<file path="src/rtl/poly_pwm_mixer_if.sv">
// -----------------------------------------------------------------------------
// poly_pwm_mixer_if
// Bundles the mixer's control, voice and audio-output signals so the mixer
// and its upstream (waveshapers / bench) connect through one port.
//
// Signals (directions as seen by the mixer, i.e. the slave modport):
//   en            in   block enable; low freezes the block
//   avg_mode_i    in   0 = saturating sum, 1 = average
//   voice_on_i    in   per-voice gate bits
//   sample_i      in   packed unsigned samples, voice v at [v*SAMPLE_W +: SAMPLE_W]
//   sample_req_o  out  one-cycle pulse at period start
//   mix_o         out  latest completed mix
//   clip_o        out  latest sum-mode mix saturated
//   active_o      out  number of gated voices in the latest mix
//   pwm_o         out  PWM audio output
// -----------------------------------------------------------------------------
interface poly_pwm_mixer_if #(
  parameter int VOICES   = 4,
  parameter int SAMPLE_W = 8
);
  localparam int ACT_W = $clog2(VOICES + 1);

  logic                         en;
  logic                         avg_mode_i;
  logic [VOICES-1:0]            voice_on_i;
  logic [VOICES*SAMPLE_W-1:0]   sample_i;
  logic                         sample_req_o;
  logic [SAMPLE_W-1:0]          mix_o;
  logic                         clip_o;
  logic [ACT_W-1:0]             active_o;
  logic                         pwm_o;

  // Upstream side: drives voices and control, observes the audio stage.
  modport master (
    output en, avg_mode_i, voice_on_i, sample_i,
    input  sample_req_o, mix_o, clip_o, active_o, pwm_o
  );

  // Mixer side.
  modport slave (
    input  en, avg_mode_i, voice_on_i, sample_i,
    output sample_req_o, mix_o, clip_o, active_o, pwm_o
  );
endinterface

</file>
<file path="src/rtl/poly_pwm_mixer.sv">
// -----------------------------------------------------------------------------
// poly_pwm_mixer
// Multi-voice mixer feeding a fixed-period PWM output. A free-running period
// counter drives everything: at cnt=0 the accumulator clears and a sample
// request goes upstream, at cnt=1..VOICES one voice per cycle is added (gated
// by its note-on bit), at cnt=VOICES+1 the mix is committed (saturated or
// averaged), and at the MAX->0 wrap the committed mix becomes the PWM duty
// for the following period.
//
// Ports:
//   clk    in  system clock
//   n_rst  in  synchronous active-low reset (applies regardless of en)
//   bus    poly_pwm_mixer_if.slave, see the interface for signal meanings
// -----------------------------------------------------------------------------
module poly_pwm_mixer #(
  parameter int VOICES   = 4,
  parameter int SAMPLE_W = 8
) (
  input  logic             clk,
  input  logic             n_rst,
  poly_pwm_mixer_if.slave  bus
);

  localparam int LOG2V = $clog2(VOICES);
  localparam int ACC_W = SAMPLE_W + LOG2V;
  localparam int ACT_W = $clog2(VOICES + 1);

  localparam logic [SAMPLE_W-1:0] CNT_ZERO  = {SAMPLE_W{1'b0}};
  localparam logic [SAMPLE_W-1:0] CNT_MAX   = {SAMPLE_W{1'b1}};
  localparam logic [SAMPLE_W-1:0] CNT_LAST  = SAMPLE_W'(VOICES);
  localparam logic [ACC_W-1:0]    ACC_MAX   = ACC_W'({SAMPLE_W{1'b1}});
  localparam logic [ACC_W-1:0]    ACC_ZERO  = {ACC_W{1'b0}};
  localparam logic [ACT_W-1:0]    ACT_ZERO  = {ACT_W{1'b0}};

  typedef enum logic [1:0] {
    ST_IDLE  = 2'd0,
    ST_ACCUM = 2'd1,
    ST_DONE  = 2'd2
  } state_e;

  // Clamp the wide accumulator into the output range.
  function automatic logic [SAMPLE_W-1:0] sat_mix(input logic [ACC_W-1:0] a);
    return (a > ACC_MAX) ? {SAMPLE_W{1'b1}} : a[SAMPLE_W-1:0];
  endfunction

  state_e               state_q, state_d;
  logic [SAMPLE_W-1:0]  cnt_q, cnt_d;
  logic                 wrap_s;
  logic [ACC_W-1:0]     acc_q, acc_d;
  logic [ACT_W-1:0]     act_acc_q, act_acc_d;
  logic [SAMPLE_W-1:0]  duty_q, duty_d;
  logic                 sreq_q, sreq_d;
  logic [SAMPLE_W-1:0]  mix_q, mix_d;
  logic                 clip_q, clip_d;
  logic [ACT_W-1:0]     active_q, active_d;
  logic                 pwm_q, pwm_d;

  logic [SAMPLE_W-1:0]  voice_idx_s;
  logic [SAMPLE_W-1:0]  voice_smp_s;
  logic                 voice_gate_s;

  // Period counter: advances only while enabled, wraps naturally at MAX.
  always_comb begin
    cnt_d  = cnt_q;
    wrap_s = 1'b0;
    if (bus.en) begin
      cnt_d  = cnt_q + SAMPLE_W'(1);
      wrap_s = (cnt_q == CNT_MAX);
    end else begin
      cnt_d  = cnt_q;
      wrap_s = 1'b0;
    end
  end

  // Mix FSM next state; it only moves on enabled cycles so a freeze holds it.
  always_comb begin
    state_d = state_q;
    case (state_q)
      ST_IDLE: begin
        if (bus.en && (cnt_q == CNT_ZERO)) begin
          state_d = ST_ACCUM;
        end else begin
          state_d = ST_IDLE;
        end
      end
      ST_ACCUM: begin
        if (bus.en && (cnt_q == CNT_LAST)) begin
          state_d = ST_DONE;
        end else begin
          state_d = ST_ACCUM;
        end
      end
      ST_DONE: begin
        if (bus.en) begin
          state_d = ST_IDLE;
        end else begin
          state_d = ST_DONE;
        end
      end
      default: state_d = ST_IDLE;
    endcase
  end

  // Select the voice for this accumulate cycle (cnt=k adds voice k-1) and gate it.
  always_comb begin
    voice_idx_s  = cnt_q - SAMPLE_W'(1);
    voice_smp_s  = {SAMPLE_W{1'b0}};
    voice_gate_s = 1'b0;
    for (int v = 0; v < VOICES; v++) begin
      voice_smp_s  = voice_smp_s
                   | ({SAMPLE_W{(voice_idx_s == SAMPLE_W'(v)) & bus.voice_on_i[v]}}
                      & bus.sample_i[v*SAMPLE_W +: SAMPLE_W]);
      voice_gate_s = voice_gate_s
                   | ((voice_idx_s == SAMPLE_W'(v)) & bus.voice_on_i[v]);
    end
  end

  // Accumulator and running gate count: cleared at period start, summed in ACCUM.
  always_comb begin
    acc_d     = acc_q;
    act_acc_d = act_acc_q;
    if (!bus.en) begin
      acc_d     = acc_q;
      act_acc_d = act_acc_q;
    end else if (state_q == ST_ACCUM) begin
      acc_d     = acc_q + ACC_W'(voice_smp_s);
      act_acc_d = act_acc_q + ACT_W'(voice_gate_s);
    end else if (cnt_q == CNT_ZERO) begin
      acc_d     = ACC_ZERO;
      act_acc_d = ACT_ZERO;
    end else begin
      acc_d     = acc_q;
      act_acc_d = act_acc_q;
    end
  end

  // Commit the finished mix in DONE; avg_mode_i is only looked at here.
  always_comb begin
    mix_d    = mix_q;
    clip_d   = clip_q;
    active_d = active_q;
    if (bus.en && (state_q == ST_DONE)) begin
      active_d = act_acc_q;
      if (bus.avg_mode_i) begin
        // Averaging divides by VOICES, which is a power of two.
        mix_d  = acc_q[LOG2V +: SAMPLE_W];
        clip_d = 1'b0;
      end else begin
        mix_d  = sat_mix(acc_q);
        clip_d = (acc_q > ACC_MAX);
      end
    end else begin
      mix_d    = mix_q;
      clip_d   = clip_q;
      active_d = active_q;
    end
  end

  // Duty reload at the wrap, period-start request and PWM compare.
  always_comb begin
    duty_d = duty_q;
    if (wrap_s) begin
      duty_d = mix_q;
    end else begin
      duty_d = duty_q;
    end
    sreq_d = bus.en & (cnt_q == CNT_ZERO);
    // Compare the next counter/duty pair so pwm_o lines up with the registered cnt.
    pwm_d  = bus.en & (cnt_d < duty_d);
  end

  // State and output registers with synchronous active-low reset.
  always_ff @(posedge clk) begin
    if (!n_rst) begin
      state_q   <= ST_IDLE;
      cnt_q     <= CNT_ZERO;
      acc_q     <= ACC_ZERO;
      act_acc_q <= ACT_ZERO;
      duty_q    <= CNT_ZERO;
      sreq_q    <= 1'b0;
      mix_q     <= CNT_ZERO;
      clip_q    <= 1'b0;
      active_q  <= ACT_ZERO;
      pwm_q     <= 1'b0;
    end else begin
      state_q   <= state_d;
      cnt_q     <= cnt_d;
      acc_q     <= acc_d;
      act_acc_q <= act_acc_d;
      duty_q    <= duty_d;
      sreq_q    <= sreq_d;
      mix_q     <= mix_d;
      clip_q    <= clip_d;
      active_q  <= active_d;
      pwm_q     <= pwm_d;
    end
  end

  assign bus.sample_req_o = sreq_q;
  assign bus.mix_o        = mix_q;
  assign bus.clip_o       = clip_q;
  assign bus.active_o     = active_q;
  assign bus.pwm_o        = pwm_q;

endmodule

</file>
<file path="src/flat_wrapper.sv">
// flat-port wrapper written by rule: the top's interface ports become plain ports
module poly_pwm_mixer_flat 
#(
  parameter int VOICES   = 4,
  parameter int SAMPLE_W = 8
)
  (clk, n_rst, bus_en, bus_avg_mode_i, bus_voice_on_i, bus_sample_i, bus_sample_req_o, bus_mix_o, bus_clip_o, bus_active_o, bus_pwm_o);
  poly_pwm_mixer_if #(.VOICES(VOICES), .SAMPLE_W(SAMPLE_W)) bus_i ();
  input  logic clk;
  input  logic n_rst;
  input wire logic [$bits(bus_i.en)-1:0] bus_en;
  input wire logic [$bits(bus_i.avg_mode_i)-1:0] bus_avg_mode_i;
  input wire logic [$bits(bus_i.voice_on_i)-1:0] bus_voice_on_i;
  input wire logic [$bits(bus_i.sample_i)-1:0] bus_sample_i;
  output wire logic [$bits(bus_i.sample_req_o)-1:0] bus_sample_req_o;
  output wire logic [$bits(bus_i.mix_o)-1:0] bus_mix_o;
  output wire logic [$bits(bus_i.clip_o)-1:0] bus_clip_o;
  output wire logic [$bits(bus_i.active_o)-1:0] bus_active_o;
  output wire logic [$bits(bus_i.pwm_o)-1:0] bus_pwm_o;
  assign bus_i.en = bus_en;
  assign bus_i.avg_mode_i = bus_avg_mode_i;
  assign bus_i.voice_on_i = bus_voice_on_i;
  assign bus_i.sample_i = bus_sample_i;
  assign bus_sample_req_o = bus_i.sample_req_o;
  assign bus_mix_o = bus_i.mix_o;
  assign bus_clip_o = bus_i.clip_o;
  assign bus_active_o = bus_i.active_o;
  assign bus_pwm_o = bus_i.pwm_o;
  poly_pwm_mixer #(.VOICES(VOICES), .SAMPLE_W(SAMPLE_W)) u_core (.clk(clk), .n_rst(n_rst), .bus(bus_i));
endmodule
</file>
<file path="config.mk">
export PLATFORM = sky130hd
export DESIGN_NAME = poly_pwm_mixer_flat
export DESIGN_NICKNAME = d
export VERILOG_FILES = /design/src/rtl/poly_pwm_mixer_if.sv /design/src/rtl/poly_pwm_mixer.sv /design/src/flat_wrapper.sv
export SDC_FILE = /design/constraint.sdc
export NUM_CORES = 1
export LEC_CHECK = 0
export ABC_AREA = 1
export ABC_CLOCK_PERIOD_IN_PS = 5000
export CELL_PAD_IN_SITES_DETAIL_PLACEMENT = 0
export CELL_PAD_IN_SITES_GLOBAL_PLACEMENT = 1
export CORE_MARGIN = 1.5
export CORE_UTILIZATION = 41
export CTS_CLUSTER_DIAMETER = 200
export DETAILED_ROUTE_END_ITERATION = 8
export GPL_TIMING_DRIVEN = 0
export HOLD_SLACK_MARGIN = 0.02
export PLACE_DENSITY_LB_ADDON = 0.1
export SETUP_SLACK_MARGIN = 0.5
export SLEW_MARGIN = 20
export SYNTH_ARGS = -nofsm -noshare
export SYNTH_HDL_FRONTEND = slang
export SYNTH_SLANG_ARGS = --single-unit
</file>
<file path="constraint.sdc">
create_clock -name clk -period 5 [get_ports clk]
set_clock_uncertainty 0.2 [all_clocks]
set_input_delay 0.75 -clock clk [delete_from_list [all_inputs] [get_ports clk]]
set_output_delay 0.75 -clock clk [all_outputs]
set_load 0.01 [all_outputs]
</file>
After elaboration in Yosys (flattened, before gate mapping):

Index checks and enable logic that the tools add are counted.

* bitwise gates (word level): 16
* add/subtract/negate cells: 4
* $lt $le $gt $ge: 2
* reductions and logical operators: 8
* equality and inequality tests: 7
* muxes and demuxes: 14

Operators with widths (count)
* 8-bit bitwise AND: 4
* 8-bit two-way mux: 4
* 8-bit OR: 3
* 10-bit two-way mux: 2
* 8-bit by 2-bit equality test with 1-bit output, second input constant: 2
* 8-bit zero test: 2
* 10-bit by 8-bit adder with 10-bit output: 1
* 10-bit by 8-bit greater-than comparator with 1-bit output, second input constant: 1
* 8-bit by 1-bit adder with 8-bit output, second input constant: 1
* 8-bit by 1-bit equality test with 1-bit output, second input constant: 1
* 8-bit by 3-bit equality test with 1-bit output, second input constant: 1
* 8-bit equality test, second input constant: 1
* 8-bit < comparator: 1
* 8-bit by 1-bit subtractor with 8-bit output, second input constant: 1
* 1-bit bitwise AND: 6
* 3-bit two-way mux: 2
* 2-bit case mux with 3 select lines: 1
* 2-bit two-way mux: 2
* 3-bit by 1-bit adder with 3-bit output: 1
* 1-bit logical AND: 3
* 1-bit two-way mux: 3
* 1-bit OR: 3
* 2-bit by 1-bit equality test with 1-bit output, second input constant: 1
* 2-bit equality test, second input constant: 1
* 3 further kinds: 3

* register bits: 45
* output and inout bits: 14
* input port bits: 40
* word-level logic and storage cells: 61

Logic depth before layout (Yosys ltp):

* word-level depth: 9
* mapped depth: 23
* mapped depth without buffers: 22

Worst setup path after synthesis:

OpenSTA, ideal clock, no wires.

* path kind: reg2reg
* start: reg u_core.cnt_q[1]
* end: reg u_core.acc_q[8]
* period minus slack after synthesis: 3098 ps
* cell stages (with the launch flop): 24
* arrival time: 2778 ps
* data required time: 4680 ps
* slack: 1902 ps
* library setup time: 120 ps
* cells stage by stage: dfxtp_1 inv_1 ha_1 nand2_4 nor2_4 nand2_2 nand2_2 nand2_2 nor2_4 and2_4 buf_6 nand3_1 nand4_1 ha_1 inv_1 fa_1 inv_1 nand3_1 nand2_1 nand4_1 nand3_1 nand2_1 o21ai_0 a21oi_1

* longest elaborated chain between the ends: 9
* elaborated cells on any way between the ends: 21
* classes of those cells: add/sub: 2; eq/ne: 3; mux: 1; bitwise: 11; reduce/logical: 4

Ends and longest elaborated chain
* from (decl): RTL line poly_pwm_mixer.sv:47 `logic [SAMPLE_W-1:0] cnt_q, cnt_d;`
* from (signal assigned): RTL line poly_pwm_mixer.sv:187 `cnt_q <= cnt_d;`
* 8-bit by 1-bit subtractor with 8-bit output: RTL line poly_pwm_mixer.sv:106 `voice_idx_s = cnt_q - SAMPLE_W'(1);`
* 8-bit by 1-bit equality test with 1-bit output or 8-bit zero test (tied branches): RTL line poly_pwm_mixer.sv:111 `| ({SAMPLE_W{(voice_idx_s == SAMPLE_W'(v)) & bus.voice_on_i[v]}}`
* 1-bit bitwise AND: RTL line poly_pwm_mixer.sv:111
* 8-bit bitwise AND: RTL line poly_pwm_mixer.sv:112 `& bus.sample_i[v*SAMPLE_W +: SAMPLE_W]);`
* 8-bit OR (3 in series): RTL line poly_pwm_mixer.sv:111
* 10-bit by 8-bit adder with 10-bit output: RTL line poly_pwm_mixer.sv:126 `acc_d = acc_q + ACC_W'(voice_smp_s);`
* 10-bit two-way mux: RTL line poly_pwm_mixer.sv:125 `end else if (state_q == ST_ACCUM) begin`
* to (signal assigned): RTL line poly_pwm_mixer.sv:177 `acc_q <= ACC_ZERO;`
* to (signal assigned): RTL line poly_pwm_mixer.sv:188 `acc_q <= acc_d;`
* to (decl): RTL line poly_pwm_mixer.sv:49 `logic [ACC_W-1:0] acc_q, acc_d;`

Several ways; a longest one is shown, not always the timed one.
A chain may end at the register's enable or synchronous reset.

Worst setup path in the final report:

Same ends and word-level chain as after synthesis.

==> results by group <==
Yosys
  – Yosys cell types: 38
  – Yosys Warn Count: 0
  – Compound-Gate Fraction of Synth Area: 0.116
  – Post-synth EDFFs: 0
  – Synth Area in Adders: 0.105
  – Async S/R FF share, synth: 0
  – Seq/Total Area, Yosys: 0.308
  – Synth Area in Simple Gates: 0.352
  – Syn avg cell area: between 7 and 8 um2
  – Top_reg_cell synth: dfxtp_1
  – Post-synth net total: around 470
  – Post-synthesis xor/xnor area fraction: 0.0180
  – Post-synthesis cell area: slightly below 3000 um2
  – #FFs+latches synth: 45
  – Syn Inst Count: between 400 and 500
  – Largest family of logic cells by synthesized area: simple AND/OR/NAND/NOR gates
  – Mux share of post-synthesis cell area: 0.0240

Critical path
  – Worst R2R Path Depth: 22
  – Crit path DAT: around 3.6 ns
  – Crit. End Element: flop
  – CP Class: reg -> reg
  – Crit path cell chain: inv_1, ha_1, nand2_4, nor2_4, nand2_2, nand2_2, nand2_2, nor2_4, buf_2, nand4_1, nand4_1, ha_1, inv_1, fa_1, inv_1, nand3_1, nand2_1, nand4_1, nand3_1, nand2_1, o21ai_0, a21oi_1
  – Startpoint types: flop
  – Critical Path RT: 5.00 ns
  – CP Max Fanout: 10
  – Delay of the slowest critical-path stage: roughly 0.42 ns
  – Slowest stage cell, crit path: fa_1

Clock network
  – CTS clk-pin slew, worst paths: ~0.090 ns
  – CTS sink cnt: 45
  – Worst-Skew Late Latency: around 0.30 ns
  – Max H-tree Level: 2
  – TritonCTS buffer count: 5
  – CTS Hold Bufs: 0
  – Post-cts sizing count: 0
  – Clock buffer depth: 2
  – Root Buffer: clkbuf_8
  – Post-CTS setup buffers: 0
  – CTS tree: yes

Global route
  – Vias in the first global route: ~2.9k
  – Largest net degree at the start of global routing: 16
  – GR Overflow Total: 0
  – First-pass GRT wire length: 13.4 mm
  – Gr usage total: 0.223
  – Antenna violations before repair: 0

Floorplan
  – Die Ht: about 87 um
  – Die Wd: between 80 and 90 um
  – Die footprint: roughly 7600 um2
  – Total core area: just under 7000 um2
  – Number of top-level pins: between 50 and 60
  – Row cnt: 30
  – Initial Util: 0.428

Pwr
  – VDD IR max: ~160 uV
  – PD cells: between 200 and 250 nW/um2
  – Seq pwr share: 0.499
  – Int Power: about 520 uW
  – Psw: 212 uW
  – Power Total: roughly 730 uW
  – Sw Share: 0.291
  – Clock power share: 0.318
  – Logic pwr share: 0.183
  – LEAKAGE: roughly 1.6 nW

STA
  – Least-Margin Pin Slew: 0.651 ns
  – Relative slew slack: 0.564
  – Final Max Slew Viols: 0
  – RSZ-0062 raised after global routing: no
  – Setup_tns: 0 ns
  – # setup viols final: 0
  – Hold Vio Cnt, Final: 0
  – Hold Slack: roughly 0.27 ns
  – Max frequency: around 0.28 GHz
  – Post-route minimum period: between 3 and 4 ns
  – Final Cycle Share: 0.720

Worst hold path
  – WHS Path Cells: 2
  – Hold WC Path Type: reg -> reg

Route
  – Vias per std cell: about 5.2
  – Detailed Routing Iterations Pass 1: 4
  – DRT iter0 DRCs: between 200 and 250
  – Avg WL per Cell: ~14 um
  – Post-route ant nets: 0
  – Post-Route WL: 8.01 mm
  – Routed vias: between 2k and 3k
  – Drc violations: 0

Place
  – Post-DP HPWL: roughly 6 mm
  – Port Buffer Count: 51
  – Placer Congestion: approximately 0.84

Flow run
  – Max cap viols: 0

Cells and area
  – Share of layout cells above drive strength 1: 0.0917
  – Ant diodes: 0
  – Fin nets: about 530
  – Commonest non-fill, non-tap cell in the layout: nand2_1
  – Area growth syn-to-layout: 24.7%
  – Commonest non-fill, non-tap cells in the layout: 73 x nand2_1, 51 x clkdlybuf4s50_1, 45 x dfxtp_1
  – Final core utilization: 0.533

Outcome
  – Status: finished clean
area by class of cell:
class / count / area, um2
Buffer: 14 / 71.3
Clock buffer: 5 / 68.8
Clock inverter: 3 / 21.3
Fill cell: 729 / 3190
Inverter: 40 / 150
Multi-Input combinational cell: 311 / 1800
Sequential cell: 45 / 901
Tap cell: 96 / 120
Timing Repair Buffer: 51 / 510
worst paths after layout:
| kind | slack (ns) | from | to |
|---|---|---|---|
| setup / recovery | 1.40 | u_core.cnt_q[1]$_SDFF_PN0_ | u_core.acc_q[8]$_SDFFE_PN0P_ |
| hold / removal | 0.27 | u_core.bus.clip_o$_SDFFE_PN0P_ | u_core.bus.clip_o$_SDFFE_PN0P_ |
| hold reg to reg | 0.27 | u_core.bus.clip_o$_SDFFE_PN0P_ | u_core.bus.clip_o$_SDFFE_PN0P_ |
| setup reg to reg | 1.40 | u_core.cnt_q[1]$_SDFF_PN0_ | u_core.acc_q[8]$_SDFFE_PN0P_ |
metrics by stage:
stage	std cells	worst slack (ns)	instance area, um2
after global placement	557	1.36	3550
after detailed placement	557	1.37	3550
after floorplan	410	1.90	2920
after CTS	565	1.39	3640
after global routing	565	0.984	3640
final	565	1.40	3640
power groups by stage:
stage                     combinational (mW)  clock (mW)  sequential (mW)
after floorplan                       0.0771           0            0.372
after global placement                 0.131           0            0.372
after detailed placement               0.132           0            0.372
after CTS                              0.133       0.236            0.364
after global routing                   0.147       0.252            0.365
final                                  0.133       0.232            0.364
worst max-delay path: cells and delay by family (launching register included):
| family | cells | cell delay (ns) |
|---|---|---|
| AOI/OAI and AO/OA | 2 | 0.20 |
| adders and majority gates | 3 | 0.86 |
| buffers and inverters | 4 | 0.65 |
| DFF | 1 | 0.37 |
| and+or+nand+nor | 13 | 1.23 |
state kept, by name, indices dropped and copies added, names as in the netlist, 2 cells and up:
name	count
u_core.bus.active_o	3
u_core.cnt_q	8
u_core.bus.mix_o	8
u_core.state_q	2
u_core.act_acc_q	3
u_core.duty_q	8
u_core.acc_q	10
synth_stat cells, types with 2 or more instances:
master	n	area, um2
nand2_1	73	274
dfxtp_1	45	901
nor2_1	43	161
inv_1	39	146
a21oi_1	34	170
nand4_1	34	213
nand3_1	27	135
ha_1	23	288
o21ai_0	22	110
nor2_2	9	56.3
mux2i_1	7	70.1
buf_2	6	30.0
clkbuf_1	5	18.8
nand2_2	5	31.3
xor2_1	5	43.8
or2_2	3	18.8
a31oi_1	2	12.5
nand2_4	2	22.5
nand3_2	2	20.0
nor2_4	2	22.5
nor3_1	2	10.0
nor4_1	2	12.5
o211ai_1	2	15.0
o21ai_1	2	10.0
per-layer routing:
layer,routed length [um],global-route usage,part of all wire
met5,0,0,0
met4,162,0.0808,0.020
met3,434,0.0303,0.054
met2,3650,0.366,0.46
met1,3760,0.297,0.47
cells by family after synthesis:
kind of cell               after synthesis
and+or+nand+nor                        209
AOI/OAI and AO/OA                       65
buffers and inverters                   54
DFF                                     45
adders and majority gates               24
muxes                                    7
xor gates and xnor gates                 6
Note: power is estimated with default switching activity, not from simulation.
